`src/rtl/cache_flush_seq.sv`:
```
// Cache flush sequencer: walks every set and way, writing back and
// clearing each valid+dirty line, then pulses FlushDone.
module cache_flush_seq #(
    parameter int NUMWAYS = 4,
    parameter int SETLEN  = 7
) (
    input  logic               clk,
    input  logic               reset,
    input  logic               FlushCache,
    input  logic [NUMWAYS-1:0] ValidWay,
    input  logic [NUMWAYS-1:0] DirtyWay,
    input  logic               WBAck,
    output logic [SETLEN-1:0]  FlushAdr,
    output logic [NUMWAYS-1:0] FlushWay,
    output logic               FlushAdrSel,
    output logic               WBReq,
    output logic               ClearDirty,
    output logic               Busy,
    output logic               FlushDone
);

    localparam int WAYW = $clog2(NUMWAYS);

    typedef enum logic [2:0] {
        IDLE,
        READ,
        CHECK,
        WB,
        CLR,
        DONE
    } state_e;

    state_e            state_q, state_d;
    state_e            adv_state;
    logic [SETLEN-1:0] set_q, set_d, adv_set;
    logic [WAYW-1:0]   way_q, way_d, adv_way;
    logic              last_way;
    logic              last_set;
    logic              line_dirty;

    assign last_way   = (way_q == WAYW'(NUMWAYS - 1));
    assign last_set   = &set_q;
    assign line_dirty = ValidWay[way_q] & DirtyWay[way_q];

    // Same-set steps stay in CHECK: the array data is still current.
    always_comb begin
        adv_state = CHECK;
        adv_set   = set_q;
        adv_way   = way_q + 1'b1;
        if (last_way) begin
            adv_way = '0;
            if (last_set) begin
                adv_state = DONE;
            end else begin
                adv_state = READ;
                adv_set   = set_q + 1'b1;
            end
        end
    end

    always_comb begin
        state_d = state_q;
        set_d   = set_q;
        way_d   = way_q;
        unique case (state_q)
            IDLE: begin
                if (FlushCache) begin
                    state_d = READ;
                    set_d   = '0;
                    way_d   = '0;
                end
            end
            READ: begin
                state_d = CHECK;
            end
            CHECK: begin
                if (line_dirty) begin
                    state_d = WB;
                end else begin
                    state_d = adv_state;
                    set_d   = adv_set;
                    way_d   = adv_way;
                end
            end
            WB: begin
                if (WBAck) begin
                    state_d = CLR;
                end
            end
            CLR: begin
                state_d = adv_state;
                set_d   = adv_set;
                way_d   = adv_way;
            end
            DONE: begin
                state_d = IDLE;
            end
            default: begin
                state_d = IDLE;
            end
        endcase
    end

    always_ff @(posedge clk or negedge reset) begin
        if (!reset) begin
            state_q <= IDLE;
            set_q   <= '0;
            way_q   <= '0;
        end else begin
            state_q <= state_d;
            set_q   <= set_d;
            way_q   <= way_d;
        end
    end

    assign FlushAdr    = set_q;
    assign Busy        = (state_q != IDLE);
    assign FlushAdrSel = Busy;
    assign WBReq       = (state_q == WB);
    assign ClearDirty  = (state_q == CLR);
    assign FlushDone   = (state_q == DONE);
    assign FlushWay    = (Busy && state_q != DONE)
                       ? (NUMWAYS'(1) << way_q) : '0;

endmodule

```
`config.mk`:
```
export PLATFORM = sky130hd
export DESIGN_NAME = cache_flush_seq
export DESIGN_NICKNAME = d
export VERILOG_FILES = /design/src/rtl/cache_flush_seq.sv
export SDC_FILE = /design/constraint.sdc
export NUM_CORES = 1
export LEC_CHECK = 0
export ABC_AREA = 1
export CAP_MARGIN = 20
export CORE_MARGIN = 2
export CORE_UTILIZATION = 40
export DETAILED_ROUTE_END_ITERATION = 6
export PLACE_DENSITY = 0.84
export REMOVE_ABC_BUFFERS = 1
export SKIP_LAST_GASP = 1
export SYNTH_ARGS = -nofsm -noshare
export SYNTH_HDL_FRONTEND = slang
export SYNTH_SLANG_ARGS = --single-unit
```
`constraint.sdc`:
```
create_clock -name clk -period 1.3 [get_ports clk]
set_input_delay 0.13 -clock clk [delete_from_list [all_inputs] [get_ports clk]]
set_output_delay 0.13 -clock clk [all_outputs]
set_load 0.005 [all_outputs]
```
==> summary by stage <==
Setup path
Traced cell by cell, the critical path runs through buf_6 -> inv_4 -> nand2_4 -> o21ai_4 -> nor2_1 -> buf_2. The critical path required time is 1.17 ns. The endpoint type of the worst setup path is an output port. The critical-path maximum fanout is 4.

The arrival time of data at the critical path endpoint is 1.36 ns. The start of the worst register-to-register path is state_q[1]. In this design, the stage delay of the slowest critical-path cell is 0.43 ns.

The setup path with the least slack is of type flop to output port. The standard cell with the maximum stage delay on the critical path is sky130_fd_sc_hd__dfrtp_1. The kind of start point of the critical path is a flop.

The first element of the critical path is state_q[1].

Global route
Entering global routing, the biggest net connects 13 pins. The first global-routing pass estimated 5110 µm of wire. The initial antenna violation count came to 0. The total global-route track usage is 0.255.

The via count of the first global-routing pass was 1183. Summed over all layers, the global routing overflow is 0.

Power
The sequential share of power is 0.146. The largest voltage drop on the vdd net is 1610 µV. The post-route total power is 3.84 mW. The proportion of power drawn by combinational gates is 0.776. The internal power component is 2.06 mW. Power spread over the standard cell area amounts to 2140 nW/µm². The static leakage is 0.912 nW. The analysis attributes to net switching a power of 1.79 mW. The part of the power in the clock network is 0.079.

Of the total power, the share spent switching nets is 0.465.

Cells and area
The antenna diode instance count is 0. After filler insertion, the fill cell instance count of the layout stands at 153. After the flow finishes, the layout carries non-filler instances totaling 230. For this run, the share of the core covered by cells in the final layout is 0.805. From synthesis to final layout, the design area changed by 88.6%. The final cell area excluding filler cells is 1800 µm².

The share of post-route cells with drive strength above 1 is 0.599. The number of nets in the finished design is 220.

Drt
In the final routing, the length of wire on met1 measures 1180 µm. The pre-antenna-repair detailed-routing pass consisted of 5 iterations. For this block, the initial DRC count from the detailed router was 15.

The highest layer touched by signal routing is met4. Using the TritonRoute via totals, the vias-per-cell ratio works out to 4.95. The per-cell routed wire length is 14.1 µm. The count of nets left with antenna violations once routing finished came out at 0.

The wire length on met2 is 1770 µm. The final wirelength is 3240 µm. After detailed routing, the number of remaining DRC violations is 0. The total met3 wirelength after detailed routing is 177 µm. The via total after detailed routing is 1139.

Timing
Of the available clock period, the critical path in the final layout requires 1.15. Setup repair after global routing could not meet its margin everywhere. The final-report setup violation count is 21. The count of endpoints failing hold in the final timing report is 0. The relative max-transition margin is 0.881. After layout, the worst setup slack is -0.193 ns.

For the final database, setup skew stands at 0.00936 ns. The number of max-slew violations in the final report is 0. The smallest clock period supported by the final layout is computed as 1.49 ns. Hold is met by 0.135 ns. The maximum achievable frequency is 670 MHz. At the pin with the least slew margin, the transition time is 0.178 ns.

Synth
The synthesized area divided by synthesized cell count is 7.81 µm². Ranked by total cell area, the synthesized netlist is headed by sky130_fd_sc_hd__dfrtp_1 (31%), sky130_fd_sc_hd__nand2_1 (8.3%), sky130_fd_sc_hd__nand3_1 (7.9%). After synthesis, the share of flip-flops with an asynchronous set or reset is 1.00.

The number of synthesized flops with an enable pin is 0. The number of synthesized register bits is 12. The synthesized netlist occupies a cell area of 953 µm². Yosys instantiated no cell more often than sky130_fd_sc_hd__nand2_1. In the synthesized netlist, the cells that appear most often are sky130_fd_sc_hd__nand2_1 (21), sky130_fd_sc_hd__inv_1 (16), sky130_fd_sc_hd__nand3_1 (15), sky130_fd_sc_hd__dfrtp_1 (12).

The portion of the post-synthesis area used by sequential elements is 0.315. During synthesis, Yosys emitted a total of 0 warnings. The fraction of post-synthesis cell area in the top cell type by area is 0.315. The synthesized design spends more area on one cell type than any other, namely sky130_fd_sc_hd__dfrtp_1. Counting every instance in the synthesized netlist gives 122. In the synthesized netlist the dominant register cell turns out to be sky130_fd_sc_hd__dfrtp_1. Counting distinct cell types in the post-synthesis netlist gives 27.

Run
The max capacitance violation total is 0.

Placement
The routability-driven placement congestion ratio is 0.834. The cell count after placement is 208. The total half-perimeter wirelength after legalization and detailed placement is 1880 µm.

The placed instance area is 1480 µm². During placement, the flow inserted port buffers numbering 27.

Floorplanning
The floorplan die width is 52.8 µm. The die covers 2790 µm². Pin placement for this block handled 28 I/O pins. The area of the placeable core is 2230 µm². The vertical die dimension is 52.8 µm. The initial utilization of the core area, before any placement, comes to 0.427. Row generation in the floorplan step produced 17 rows.

Hold path
The tightest min-delay check is of the input port to async pin type.

CTS
The CTS clock-pin slew for the worst setup and hold paths is 0.08 ns. The later pin in the worst-skew pair is clocked with a latency of 0.28 ns. The number of buffers inserted during clock tree synthesis is 3. The root buffer selected by CTS is sky130_fd_sc_hd__clkbuf_4. Hold repair after CTS inserted 0 buffers. In this run the deepest clock path goes through 2 buffers. TritonCTS built the clock tree. Counting every sink on the clock net gives 12. The number of levels the H-tree was split into is 1.

Outcome
The run finished, with violations left. The final reports fail on negative setup slack.
## layout by cell type (no fill, tap or decap), types with 8 or more instances in the layout
cell type / Yosys / layout
sky130_fd_sc_hd__inv_1: 16 / 10
sky130_fd_sc_hd__clkdlybuf4s50_1: 0 / 11
sky130_fd_sc_hd__buf_6: 1 / 13
sky130_fd_sc_hd__nand2_4: 1 / 8
sky130_fd_sc_hd__nand3_1: 15 / 15
sky130_fd_sc_hd__buf_4: 1 / 40
sky130_fd_sc_hd__nand2_1: 21 / 11
sky130_fd_sc_hd__o21ai_2: 7 / 8
sky130_fd_sc_hd__nand2_2: 9 / 12
sky130_fd_sc_hd__dfrtp_1: 12 / 11
## metal layers
| layer | global-route usage | vias to the layer above |
|---|---|---|
| met5 | 0 | - |
| met4 | 0.150 | 0 |
| met3 | 0.0486 | 11 |
| met2 | 0.473 | 39 |
| met1 | 0.259 | 536 |
| li1 | - | 553 |
## registers in the layout (all words and copies together), names as in the netlist
register,cells
FlushAdr,7
state_q,3
way_q,2
## worst paths after layout
| check | to | slack (ns) | depth (start not counted) |
|---|---|---|---|
| setup / recovery | FlushWay[1] | -0.19 | 6 |
| hold / removal | FlushAdr[3] | 0.14 | 2 |
| setup reg to reg | state_q[0] | -0.19 | 9 |
| hold reg to reg | FlushAdr[5] | 0.60 | 3 |
| max in group asynchronous | state_q[2] | 0.99 | 2 |
| min in group clk | state_q[0] | 0.53 | 3 |
## cell families after synthesis
| group | Yosys count | synth area share |
|---|---|---|
| DFF | 12 | 0.315 |
| AOI/OAI and AO/OA | 15 | 0.117 |
| and+or+nand+nor | 67 | 0.383 |
| adders and majority gates | 5 | 0.0656 |
| buffers and inverters | 23 | 0.119 |
## area by class of cell
| type | count | area [µm²] | share of cell area |
|---|---|---|---|
| inverter | 20 | 87.6 | 0.0487 |
| clock buffer | 4 | 36.3 | 0.0202 |
| tap | 28 | 35.0 | 0.0195 |
| timing repair buffer | 78 | 653 | 0.363 |
| multi-input combinational | 88 | 684 | 0.381 |
| sequential | 12 | 302 | 0.168 |
## critical path: cells and delay by family (launching register included)
| family | cells | cell delay [ns] |
|---|---|---|
| flops | 1 | 0.43 |
| buf+inv | 3 | 0.33 |
| compound gates | 1 | 0.18 |
| simple gates | 2 | 0.14 |
## power by group through the flow
stage | Combinational (mW) | Clock, mW | Sequential (mW)
after floorplan | 0.946 | 0 | 0.574
after global placement | 1.85 | 0 | 0.552
after detailed placement | 1.93 | 0 | 0.560
after CTS | 2.56 | 0.312 | 0.537
after global routing | 3.19 | 0.333 | 0.574
final | 2.98 | 0.302 | 0.561
## metrics by stage
stage | setup WS [ns] | setup TNS [ns]
floorplan | -0.146 | -0.971
global placement | -0.226 | -2.20
detailed placement | -0.329 | -3.54
CTS | -0.159 | -1.85
global route | -0.250 | -4.44
finish | -0.193 | -3.23
## what timing repair did
item,4_1_cts,5_1_grt
pin swaps,9,7
gates cloned,1,0
endpoints found under the setup margin,28,21
gates resized for setup,82,21
buffers inserted,13,4
(Power assumes the default switching activity.)
